===== config.mk =====
export PLATFORM = sky130hd
export DESIGN_NAME = data_memory_stage
export DESIGN_NICKNAME = d
export VERILOG_FILES = /design/src/rtl/data_memory_stage.sv
export SDC_FILE = /design/constraint.sdc
export NUM_CORES = 1
export LEC_CHECK = 0
export CAP_MARGIN = 20
export CELL_PAD_IN_SITES_DETAIL_PLACEMENT = 1
export CELL_PAD_IN_SITES_GLOBAL_PLACEMENT = 2
export CORE_ASPECT_RATIO = 0.9
export CORE_MARGIN = 2
export CORE_UTILIZATION = 20
export CTS_BUF_LIST = sky130_fd_sc_hd__clkbuf_4
export CTS_CLUSTER_SIZE = 20
export DETAILED_ROUTE_END_ITERATION = 10
export GPL_ROUTABILITY_DRIVEN = 0
export HOLD_SLACK_MARGIN = 0.02
export PLACE_DENSITY_LB_ADDON = 0.1
export SYNTH_ARGS = -nofsm -noshare
export SYNTH_HDL_FRONTEND = slang
export SYNTH_SLANG_ARGS = --single-unit
export TNS_END_PERCENT = 1

===== constraint.sdc =====
create_clock -name CLK -period 4.2 [get_ports CLK]
set_input_delay 0.84 -clock CLK [delete_from_list [all_inputs] [get_ports CLK]]
set_output_delay 0.84 -clock CLK [all_outputs]
set_load 0.05 [all_outputs]

===== src/rtl/data_memory_stage.sv =====
// ---------------------------------------------------------------------------
// data_memory_stage
//
// Pipeline memory-access stage. Takes the load/store control, effective
// address, store data and write-back fields from the execution stage, runs
// loads and stores over a single-port request/response memory interface,
// and registers the results toward write-back. A three-state FSM
// (IDLE/REQ/WAIT) holds the upstream pipeline until the memory completes.
//
// Ports:
//   CLK, RST                   clock (rising edge), synchronous active-high reset
//   RD_ADDRESS_IN              destination register from execution stage
//   ALU_OUT_IN                 ALU result / effective address
//   DATA_CACHE_LOAD_IN         000 none, 001 LB, 010 LH, 011 LW, 100 LBU, 101 LHU
//   DATA_CACHE_STORE_IN        00 none, 01 SB, 10 SH, 11 SW
//   DATA_CACHE_STORE_DATA_IN   store source (rs2)
//   WRITE_BACK_MUX_SELECT_IN   write-back select, passed through
//   RD_WRITE_ENABLE_IN         register-file write enable, passed through
//   MEM_REQ_VALID/READY        request handshake
//   MEM_ADDR/WE/WSTRB/WDATA    request payload (word address, lane strobes)
//   MEM_RESP_VALID, MEM_RDATA  read response
//   STALL_MEMORY_STAGE         combinational hold for execution stage and earlier
//   RD_ADDRESS_OUT, ALU_OUT, LOAD_DATA_OUT,
//   WRITE_BACK_MUX_SELECT_OUT, RD_WRITE_ENABLE_OUT   registered to write-back
//   MISALIGNED_OUT             registered one-cycle misalignment flag
//
// Configuration macro: DATA_MEMORY_MISALIGN_TRAP_EN
//   defined   - misaligned LH/LHU/SH/LW/SW issue no request, register a
//               bubble and raise MISALIGNED_OUT for one cycle.
//   undefined - no detection; halfwords use addr[1] only, words ignore
//               addr[1:0]; MISALIGNED_OUT stays 0.
// ---------------------------------------------------------------------------
module data_memory_stage #(
    parameter logic HIGH = 1'b1,
    parameter logic LOW  = 1'b0
) (
    input  logic        CLK,
    input  logic        RST,
    input  logic [4:0]  RD_ADDRESS_IN,
    input  logic [31:0] ALU_OUT_IN,
    input  logic [2:0]  DATA_CACHE_LOAD_IN,
    input  logic [1:0]  DATA_CACHE_STORE_IN,
    input  logic [31:0] DATA_CACHE_STORE_DATA_IN,
    input  logic        WRITE_BACK_MUX_SELECT_IN,
    input  logic        RD_WRITE_ENABLE_IN,
    output logic        MEM_REQ_VALID,
    input  logic        MEM_REQ_READY,
    output logic [31:0] MEM_ADDR,
    output logic        MEM_WE,
    output logic [3:0]  MEM_WSTRB,
    output logic [31:0] MEM_WDATA,
    input  logic        MEM_RESP_VALID,
    input  logic [31:0] MEM_RDATA,
    output logic        STALL_MEMORY_STAGE,
    output logic [4:0]  RD_ADDRESS_OUT,
    output logic [31:0] ALU_OUT,
    output logic [31:0] LOAD_DATA_OUT,
    output logic        WRITE_BACK_MUX_SELECT_OUT,
    output logic        RD_WRITE_ENABLE_OUT,
    output logic        MISALIGNED_OUT
);

    typedef enum logic [1:0] {S_IDLE, S_REQ, S_WAIT} state_e;

    localparam logic [2:0] LD_LB  = 3'b001;
    localparam logic [2:0] LD_LH  = 3'b010;
    localparam logic [2:0] LD_LW  = 3'b011;
    localparam logic [2:0] LD_LBU = 3'b100;
    localparam logic [2:0] LD_LHU = 3'b101;
    localparam logic [1:0] ST_SB  = 2'b01;
    localparam logic [1:0] ST_SH  = 2'b10;
    localparam logic [1:0] ST_SW  = 2'b11;

    state_e state_q, state_d;

    logic [4:0]  rd_address_q, rd_address_d;
    logic [31:0] alu_q, alu_d;
    logic [31:0] load_data_q, load_data_d;
    logic        wb_sel_q, wb_sel_d;
    logic        rd_we_q, rd_we_d;
    logic        misaligned_q, misaligned_d;

    logic        is_load, is_store, mem_op, trap;
    logic [1:0]  off;
    logic        stall, req_valid, store_done, load_done;
    logic [3:0]  st_strb;
    logic [31:0] st_data;
    logic [1:0]  ld_off;
    logic [31:0] ld_shifted;
    logic [31:0] ld_data;

    // ---------------------------------------------------------------- decode
    // Codes 110/111 are not loads; a valid load wins over any store code.
    assign is_load  = (DATA_CACHE_LOAD_IN != 3'b000) && (DATA_CACHE_LOAD_IN <= LD_LHU);
    assign is_store = !is_load && (DATA_CACHE_STORE_IN != 2'b00);
    assign mem_op   = is_load || is_store;
    assign off      = ALU_OUT_IN[1:0];

`ifdef DATA_MEMORY_MISALIGN_TRAP_EN
    logic is_half, is_word;
    assign is_half = (is_load && (DATA_CACHE_LOAD_IN == LD_LH || DATA_CACHE_LOAD_IN == LD_LHU))
                  || (is_store && DATA_CACHE_STORE_IN == ST_SH);
    assign is_word = (is_load && DATA_CACHE_LOAD_IN == LD_LW)
                  || (is_store && DATA_CACHE_STORE_IN == ST_SW);
    assign trap    = (is_half && off[0]) || (is_word && (off != 2'b00));
`else
    assign trap    = LOW;
`endif

    // ------------------------------------------------------- store lanes
    always_comb begin
        // NOTE: every combinational output gets a default first so that no
        // path through the case leaves it unassigned (which would infer a latch).
        st_strb = 4'b0000;
        st_data = 32'h0;
        unique case (DATA_CACHE_STORE_IN)
            ST_SB: begin
                st_strb = 4'b0001 << off;
                st_data = {4{DATA_CACHE_STORE_DATA_IN[7:0]}};
            end
            ST_SH: begin
                st_strb = 4'b0011 << {off[1], 1'b0};
                st_data = {2{DATA_CACHE_STORE_DATA_IN[15:0]}};
            end
            ST_SW: begin
                st_strb = 4'b1111;
                st_data = DATA_CACHE_STORE_DATA_IN;
            end
            default: ;
        endcase
    end

    // -------------------------------------------------------- load extract
    // Halfwords only look at addr[1]; words ignore the low address bits.
    always_comb begin
        ld_off = 2'b00;
        unique case (DATA_CACHE_LOAD_IN)
            LD_LB, LD_LBU: ld_off = off;
            LD_LH, LD_LHU: ld_off = {off[1], 1'b0};
            default:       ld_off = 2'b00;
        endcase
    end

    assign ld_shifted = MEM_RDATA >> {ld_off, 3'b000};

    always_comb begin
        ld_data = 32'h0;
        unique case (DATA_CACHE_LOAD_IN)
            LD_LB:   ld_data = {{24{ld_shifted[7]}}, ld_shifted[7:0]};
            LD_LH:   ld_data = {{16{ld_shifted[15]}}, ld_shifted[15:0]};
            LD_LW:   ld_data = MEM_RDATA;
            LD_LBU:  ld_data = {24'h0, ld_shifted[7:0]};
            LD_LHU:  ld_data = {16'h0, ld_shifted[15:0]};
            default: ld_data = 32'h0;
        endcase
    end

    // ------------------------------------------------------------------ FSM
    always_comb begin
        state_d    = state_q;
        stall      = LOW;
        req_valid  = LOW;
        store_done = LOW;
        load_done  = LOW;
        unique case (state_q)
            S_IDLE: begin
                if (mem_op && !trap) begin
                    stall   = HIGH;
                    state_d = S_REQ;
                end
            end
            S_REQ: begin
                req_valid = HIGH;
                if (MEM_REQ_READY && is_store) begin
                    store_done = HIGH;
                    state_d    = S_IDLE;
                end else begin
                    stall = HIGH;
                    if (MEM_REQ_READY) state_d = S_WAIT;
                end
            end
            S_WAIT: begin
                if (MEM_RESP_VALID) begin
                    load_done = HIGH;
                    state_d   = S_IDLE;
                end else begin
                    stall = HIGH;
                end
            end
            default: state_d = S_IDLE;
        endcase
    end

    // Output registers: a bubble while stalled, otherwise pass-through.
    always_comb begin
        rd_address_d = '0;
        alu_d        = '0;
        load_data_d  = '0;
        wb_sel_d     = LOW;
        rd_we_d      = LOW;
        misaligned_d = LOW;
        if (state_q == S_IDLE && mem_op && trap) begin
            misaligned_d = HIGH;
        end else if (!stall) begin
            rd_address_d = RD_ADDRESS_IN;
            alu_d        = ALU_OUT_IN;
            wb_sel_d     = WRITE_BACK_MUX_SELECT_IN;
            rd_we_d      = RD_WRITE_ENABLE_IN;
            load_data_d  = load_done ? ld_data : 32'h0;
        end
    end

    always_ff @(posedge CLK) begin
        // NOTE: sequential state uses non-blocking assignments, and reset is
        // sampled synchronously here rather than in the sensitivity list.
        if (RST) begin
            state_q      <= S_IDLE;
            rd_address_q <= '0;
            alu_q        <= '0;
            load_data_q  <= '0;
            wb_sel_q     <= LOW;
            rd_we_q      <= LOW;
            misaligned_q <= LOW;
        end else begin
            state_q      <= state_d;
            rd_address_q <= rd_address_d;
            alu_q        <= alu_d;
            load_data_q  <= load_data_d;
            wb_sel_q     <= wb_sel_d;
            rd_we_q      <= rd_we_d;
            misaligned_q <= misaligned_d;
        end
    end

    // ------------------------------------------------------------ outputs
    // Request and stall are masked by RST so the interface reads idle while
    // reset is held, even if the upstream is still presenting an op.
    assign MEM_REQ_VALID      = req_valid && !RST;
    assign STALL_MEMORY_STAGE = stall && !RST;
    assign MEM_ADDR           = MEM_REQ_VALID ? {ALU_OUT_IN[31:2], 2'b00} : 32'h0;
    assign MEM_WE             = MEM_REQ_VALID && is_store;
    assign MEM_WSTRB          = MEM_WE ? st_strb : 4'b0000;
    assign MEM_WDATA          = MEM_WE ? st_data : 32'h0;

    assign RD_ADDRESS_OUT            = rd_address_q;
    assign ALU_OUT                   = alu_q;
    assign LOAD_DATA_OUT             = load_data_q;
    assign WRITE_BACK_MUX_SELECT_OUT = wb_sel_q;
    assign RD_WRITE_ENABLE_OUT       = rd_we_q;
    assign MISALIGNED_OUT            = misaligned_q;

endmodule


=== After elaboration in Yosys (flattened, before gate mapping) ===
Cells that the tools add are included.

* Register bits after elaboration: 73
* Output and inout port bits: 143

* Order comparisons: 1
* Eq/ne operators: 13
* Shift-type cells: 3
* Muxes and demuxes: 19
* Bitwise gates (word level): 1
* Reductions and logical operators: 17

{| class="wikitable"
|+ Operator list
! cell !! number
|-
| one-hot mux 32 bit (5 select lines) || 1
|-
| one-hot mux 32 bit (3 select lines) || 1
|-
| two-way mux 32 bit || 2
|-
| right shift 32 x 5 -> 16 bit || 1
|-
| one-hot mux 4 bit (3 select lines) || 1
|-
| two-way mux 2 bit || 4
|-
| equality test 2 bit, second input constant || 3
|-
| equality test 3 x 2 -> 1 bit, second input constant || 2
|-
| equality test 3 bit, second input constant || 2
|-
| logical AND 1 bit || 6
|-
| two-way mux 1 bit || 6
|-
| one-hot mux 2 bit (3 select lines) || 1
|-
| OR reduction 2 bit || 3
|-
| equality test 2 x 1 -> 1 bit, second input constant || 2
|-
| two-way mux 4 bit || 1
|-
| != test 2 bit, second input constant || 2
|-
| one-hot mux 2 bit (2 select lines) || 1
|-
| left shift 1 x 2 -> 4 bit, first input constant || 1
|-
| left shift 2 x 2 -> 4 bit, first input constant || 1
|-
| equality test 3 x 1 -> 1 bit, second input constant || 1
|-
| <= comparator 3 bit, second input constant || 1
|-
| != test 3 bit, second input constant || 1
|-
| one-hot mux 1 bit (3 select lines) || 1
|-
| AND reduction 3 bit || 1
|-
| other kinds (7) || 8
|}

=== Depth between registers and ports, before layout ===
* Depth in word-level cells: 8
* Gate-level depth with buffers: 8
* Gate-level depth less buffers: 5

=== Least setup slack after synthesis ===
OpenSTA, ideal clock, no wires.

* Path type: input to output
* Start point: input DATA_CACHE_LOAD_IN[2]
* End point: output MEM_WDATA[31]
* Data arrival time: 2.713 ns
* Data required time: 3.360 ns
* Path slack: 0.647 ns
* Cell stages on the path: 5
* Path buffers: 0
* Cell sequence: nor3_2 nor2_2 nor2_1 nand2_1 a211oi_1

* Longest elaborated chain between the ends: 6
* Elaborated cells between the ends (all ways): 7
* Those cells by class: order compare (1); mux (1); reduce/logical (5)

{| class="wikitable"
|+ Ends and longest elaborated chain
! element !! line !! text
|-
| start, declared || 41 || <nowiki>input logic [2:0] DATA_CACHE_LOAD_IN,</nowiki>
|-
| <= comparator 3 bit or nonzero test 3 bit (tied branches) || 94 || <nowiki>assign is_load = (DATA_CACHE_LOAD_IN != 3'b000) && (DATA_CACHE_LOAD_IN <= LD_LHU);</nowiki>
|-
| logical AND 1 bit * || 94 ||
|-
| zero test 1 bit * || 95 || <nowiki>assign is_store = !is_load && (DATA_CACHE_STORE_IN != 2'b00);</nowiki>
|-
| logical AND 1 bit * || 95 ||
|-
| logical AND 1 bit * || 241 || <nowiki>assign MEM_WE = MEM_REQ_VALID && is_store;</nowiki>
|-
| two-way mux 32 bit * || 243 || <nowiki>assign MEM_WDATA = MEM_WE ? st_data : 32'h0;</nowiki>
|-
| end, declared || 51 || <nowiki>output logic [31:0] MEM_WDATA,</nowiki>
|}

Every way passes the cells marked *; elsewhere a longest branch is shown, timed or not.

=== Worst setup path after layout ===
* Start point: input RST
* End point: output MEM_ADDR[24]

* Longest elaborated chain between the ends: 3

{| class="wikitable"
|+ Ends and longest elaborated chain
! element !! line !! text
|-
| start, declared || 38 || <nowiki>input logic RST,</nowiki>
|-
| zero test 1 bit || 238 || <nowiki>assign MEM_REQ_VALID = req_valid && !RST;</nowiki>
|-
| logical AND 1 bit || 238 ||
|-
| two-way mux 32 bit || 240 || <nowiki>assign MEM_ADDR = MEM_REQ_VALID ? {ALU_OUT_IN[31:2], 2'b00} : 32'h0;</nowiki>
|-
| end, declared || 48 || <nowiki>output logic [31:0] MEM_ADDR,</nowiki>
|}

No other way between the ends.

==> insert_results.sql <==
INSERT INTO impl_metrics (metric_group, metric, value, unit) VALUES
('run_status', 'outcome', 'finished clean', ''),
('worst_setup_path', 'r2r.worst_path.cells', '6', ''),
('layout', 'area.growth.synth_to_final', '87.4', '%'),
('die', 'top_ports', '255', ''),
('power', 'net-switching-power', '0.570', 'mW'),
('drt', 'avgRoutedWirePerCell', '17.6', 'µm'),
('drt', 'via_count', '4183', ''),
('grt', 'globalRouteOverflowTotal', '0', ''),
('grt', 'number_of_global_route_vias_before_repair', '4309', ''),
('job', 'cap_violations', '0', ''),
('yosys', 'synth_sequential_area_ratio', '0.387', ''),
('clocking', 'clock-root-buffer', 'sky130_fd_sc_hd__clkbuf_4', ''),
('worst_setup_path', 'timing.critical_path.max_delay_family', 'buffers and inverters', ''),
('yosys', 'synth-main-ff-cell', 'sky130_fd_sc_hd__dfxtp_1', ''),
('power', 'power_per_cell_area', '248', 'nW/µm²'),
('worst_setup_path', 'ff2ff_setup_slack', '2340', 'ps'),
('worst_setup_path', 'cp_slowest_stage_delay', '800', 'ps'),
('worst_setup_path', 'crit_cells', '5', ''),
('layout', 'layout.cells.most_common_list', 'sky130_fd_sc_hd__clkdlybuf4s50_1, sky130_fd_sc_hd__dfxtp_1, sky130_fd_sc_hd__and2_1, sky130_fd_sc_hd__a21oi_1, sky130_fd_sc_hd__nand2_1', ''),
('worst_setup_path', 'critPathLaunch', 'RST', ''),
('yosys', 'netlist.area_leader.share', '0.387', ''),
('layout', 'finalNetCount', '815', ''),
('die', 'rows', '47', ''),
('placed_design', 'port-buffer-count', '251', ''),
('placed_design', 'placedCellCount', '936', ''),
('worst_setup_path', 'required_time_worst_endpoint', '3360', 'ps'),
('clocking', 'cts-hold-fix-buffers', '0', ''),
('layout', 'final_cells', '953', ''),
('worst_setup_path', 'worst_path_max_delay_cell', 'sky130_fd_sc_hd__clkdlybuf4s50_1', ''),
('clocking', 'clk_transition_reported_paths', '150', 'ps'),
('die', 'floorplan.initialDensity', '0.204', ''),
('yosys', 'synthTopCellsByArea', 'sky130_fd_sc_hd__dfxtp_1, sky130_fd_sc_hd__and2_1, sky130_fd_sc_hd__a21oi_1', ''),
('worst_setup_path', 'timing.critical_path.to_type', 'output port', ''),
('layout', 'share_of_post_route_cells_with_drive_strength_above_1', '0.158', ''),
('power', 'power.combinational.fraction', '0.293', ''),
('worst_setup_path', 'start_kind', 'primary input', ''),
('worst_setup_path', 'cp_num_buf_inv', '3', ''),
('clocking', 'postCtsSetupRepairBufs', '0', ''),
('yosys', 'number_of_flops_mapped_to_enable_cells_by_yosys', '0', ''),
('clocking', 'ctsHtreeMaxLevel', '3', ''),
('worst_setup_path', 'worstPathArrival', '2970', 'ps'),
('sta', 'max_slew_margin', '0.344', ''),
('drt', 'post_detailed_route_via_to_cell_ratio', '4.39', ''),
('sta', 'worst_pin_slew', '981', 'ps'),
('grt', 'grt_max_degree', '39', ''),
('sta', 'achievable-frequency', '263', 'MHz'),
('yosys', 'ys_ff_latch', '73', ''),
('drt', 'ant_nets', '0', ''),
('grt', 'antenna_found_initial', '1', ''),
('worst_setup_path', 'r2r_startpoint', 'state_q[0]$_SDFFE_PP0P_', ''),
('drt', 'route.detailed.drc', '0', ''),
('drt', 'detailedRoute.firstIterationViolations', '132', ''),
('placed_design', 'dp.final_hpwl', '13.4', 'mm'),
('yosys', 'synthCells', '457', ''),
('worst_setup_path', 'path_cells', 'clkdlybuf4s50_1 > nor3b_2 > buf_4 > and2_1 > clkdlybuf4s50_1', ''),
('worst_setup_path', 'crit_top_cell', 'sky130_fd_sc_hd__clkdlybuf4s50_1', ''),
('sta', 'maxSlewViolCount', '0', ''),
('sta', 'setup_tns', '0', 'ps'),
('yosys', 'synth_largest_area_cell', 'sky130_fd_sc_hd__dfxtp_1', ''),
('die', 'die_width', '149', 'µm'),
('power', 'seqPwrFrac', '0.406', ''),
('power', 'power.share.switching', '0.325', ''),
('power', 'power.leakage', '2.63', 'nW'),
('grt', 'grt_use_total', '0.164', ''),
('worst_setup_path', 'timing_worst_setup_path_type', 'primary input to output port', ''),
('sta', 'period_minus_slack', '3810', 'ps'),
('yosys', 'syn_area', '3770', 'µm²'),
('power', 'clock_network_fraction_of_total_power', '0.301', ''),
('sta', 'finalSetupViolations', '0', ''),
('clocking', 'cts_inserted_buffers', '9', ''),
('clocking', 'cts_max_path_buffers', '2', '');
state kept, by name (all words and copies together) (netlist names):
name / count
state_q: 2
WRITE_BACK_MUX_SELECT_OUT: 1
RD_WRITE_ENABLE_OUT: 1
ALU_OUT: 32
LOAD_DATA_OUT: 32
RD_ADDRESS_OUT: 5
worst paths after layout:
kind / to
max: MEM_ADDR[24]
min: state_q[1]$_SDFFE_PP0P_
max reg2reg: ALU_OUT[28]$_SDFF_PP0_
min reg2reg: state_q[1]$_SDFFE_PP0P_
routing by layer:
layer | part of all wire | vias to the layer above | wire (µm) | GRT usage
li1 | - | 2046 | - | -
met1 | 0.42 | 1966 | 7100 | 0.204
met2 | 0.50 | 159 | 8350 | 0.284
met3 | 0.069 | 12 | 1160 | 0.0361
met4 | 0.011 | 0 | 188 | 0.0519
met5 | 0 | - | 0 | 0
through the flow:
stage / instance area [µm²] / hold WS (ps) / total power [mW] / setup slack (ps) / utilization
after floorplan: 3780 / 482 / 0.998 / 647 / -
after global placement: 6900 / 552 / 1.24 / 389 / 0.374
after detailed placement: 6900 / 555 / 1.24 / 350 / 0.374
after CTS: 7070 / 578 / 1.79 / 348 / 0.383
after global routing: 7070 / 620 / 1.85 / 223 / 0.383
final: 7070 / 577 / 1.75 / 391 / 0.383
power by group through the flow:
| stage | sequential, mW | clock (mW) | combinational, mW |
|---|---|---|---|
| after floorplan | 0.769 | 0 | 0.228 |
| after global placement | 0.727 | 0 | 0.513 |
| after detailed placement | 0.727 | 0 | 0.516 |
| after CTS | 0.712 | 0.557 | 0.519 |
| after global routing | 0.714 | 0.587 | 0.548 |
| final | 0.712 | 0.528 | 0.514 |
cell usage after synthesis (2+ instances only):
cell / instances
sky130_fd_sc_hd__and2_1: 69
sky130_fd_sc_hd__a21oi_1: 67
sky130_fd_sc_hd__nor3_1: 5
sky130_fd_sc_hd__buf_2: 8
sky130_fd_sc_hd__and3_1: 12
sky130_fd_sc_hd__nor2b_1: 15
sky130_fd_sc_hd__nor2_1: 23
sky130_fd_sc_hd__a21oi_2: 10
sky130_fd_sc_hd__buf_1: 3
sky130_fd_sc_hd__o21ai_0: 15
sky130_fd_sc_hd__nor2_2: 2
sky130_fd_sc_hd__nand2_1: 61
sky130_fd_sc_hd__nor3b_1: 2
sky130_fd_sc_hd__buf_6: 4
sky130_fd_sc_hd__nand2b_1: 3
sky130_fd_sc_hd__inv_1: 4
sky130_fd_sc_hd__buf_4: 7
sky130_fd_sc_hd__clkbuf_1: 14
sky130_fd_sc_hd__dfxtp_1: 73
sky130_fd_sc_hd__o31ai_2: 2
sky130_fd_sc_hd__mux2_2: 16
sky130_fd_sc_hd__nand3b_1: 2
sky130_fd_sc_hd__a222oi_1: 7
sky130_fd_sc_hd__nor3_4: 2
sky130_fd_sc_hd__mux2_1: 7
worst min-delay path, stage by stage (launching register included):
cell	delay (ps)
sky130_fd_sc_hd__dfxtp_1	410
sky130_fd_sc_hd__nand2_1	90
sky130_fd_sc_hd__a21oi_1	60
final cells by class:
type                    instances  area, µm²
diodes                          1       2.50
clock buffers                   9       67.6
clock inverters                 7        100
fillers                      2146      11400
inverters                       4       15.0
multi-input cells             345       2110
flip-flops and latches         73       1460
well taps                     245        307
repair buffers                269       3010
cells by family (layout without fill, tap and decap cells):
kind of cell	after synthesis	after routing	share of synthesized area
and+or+nand+nor	202	202	0.289
AOI/OAI and AO/OA	114	114	0.187
DFF	73	73	0.387
buffers and inverters	41	289	0.0587
muxes	24	24	0.0713
adders and majority gates	1	1	0.00332
other	1	4	0.000994
xor gates and xnor gates	1	1	0.00232
Power figures use the tool's default switching activity.
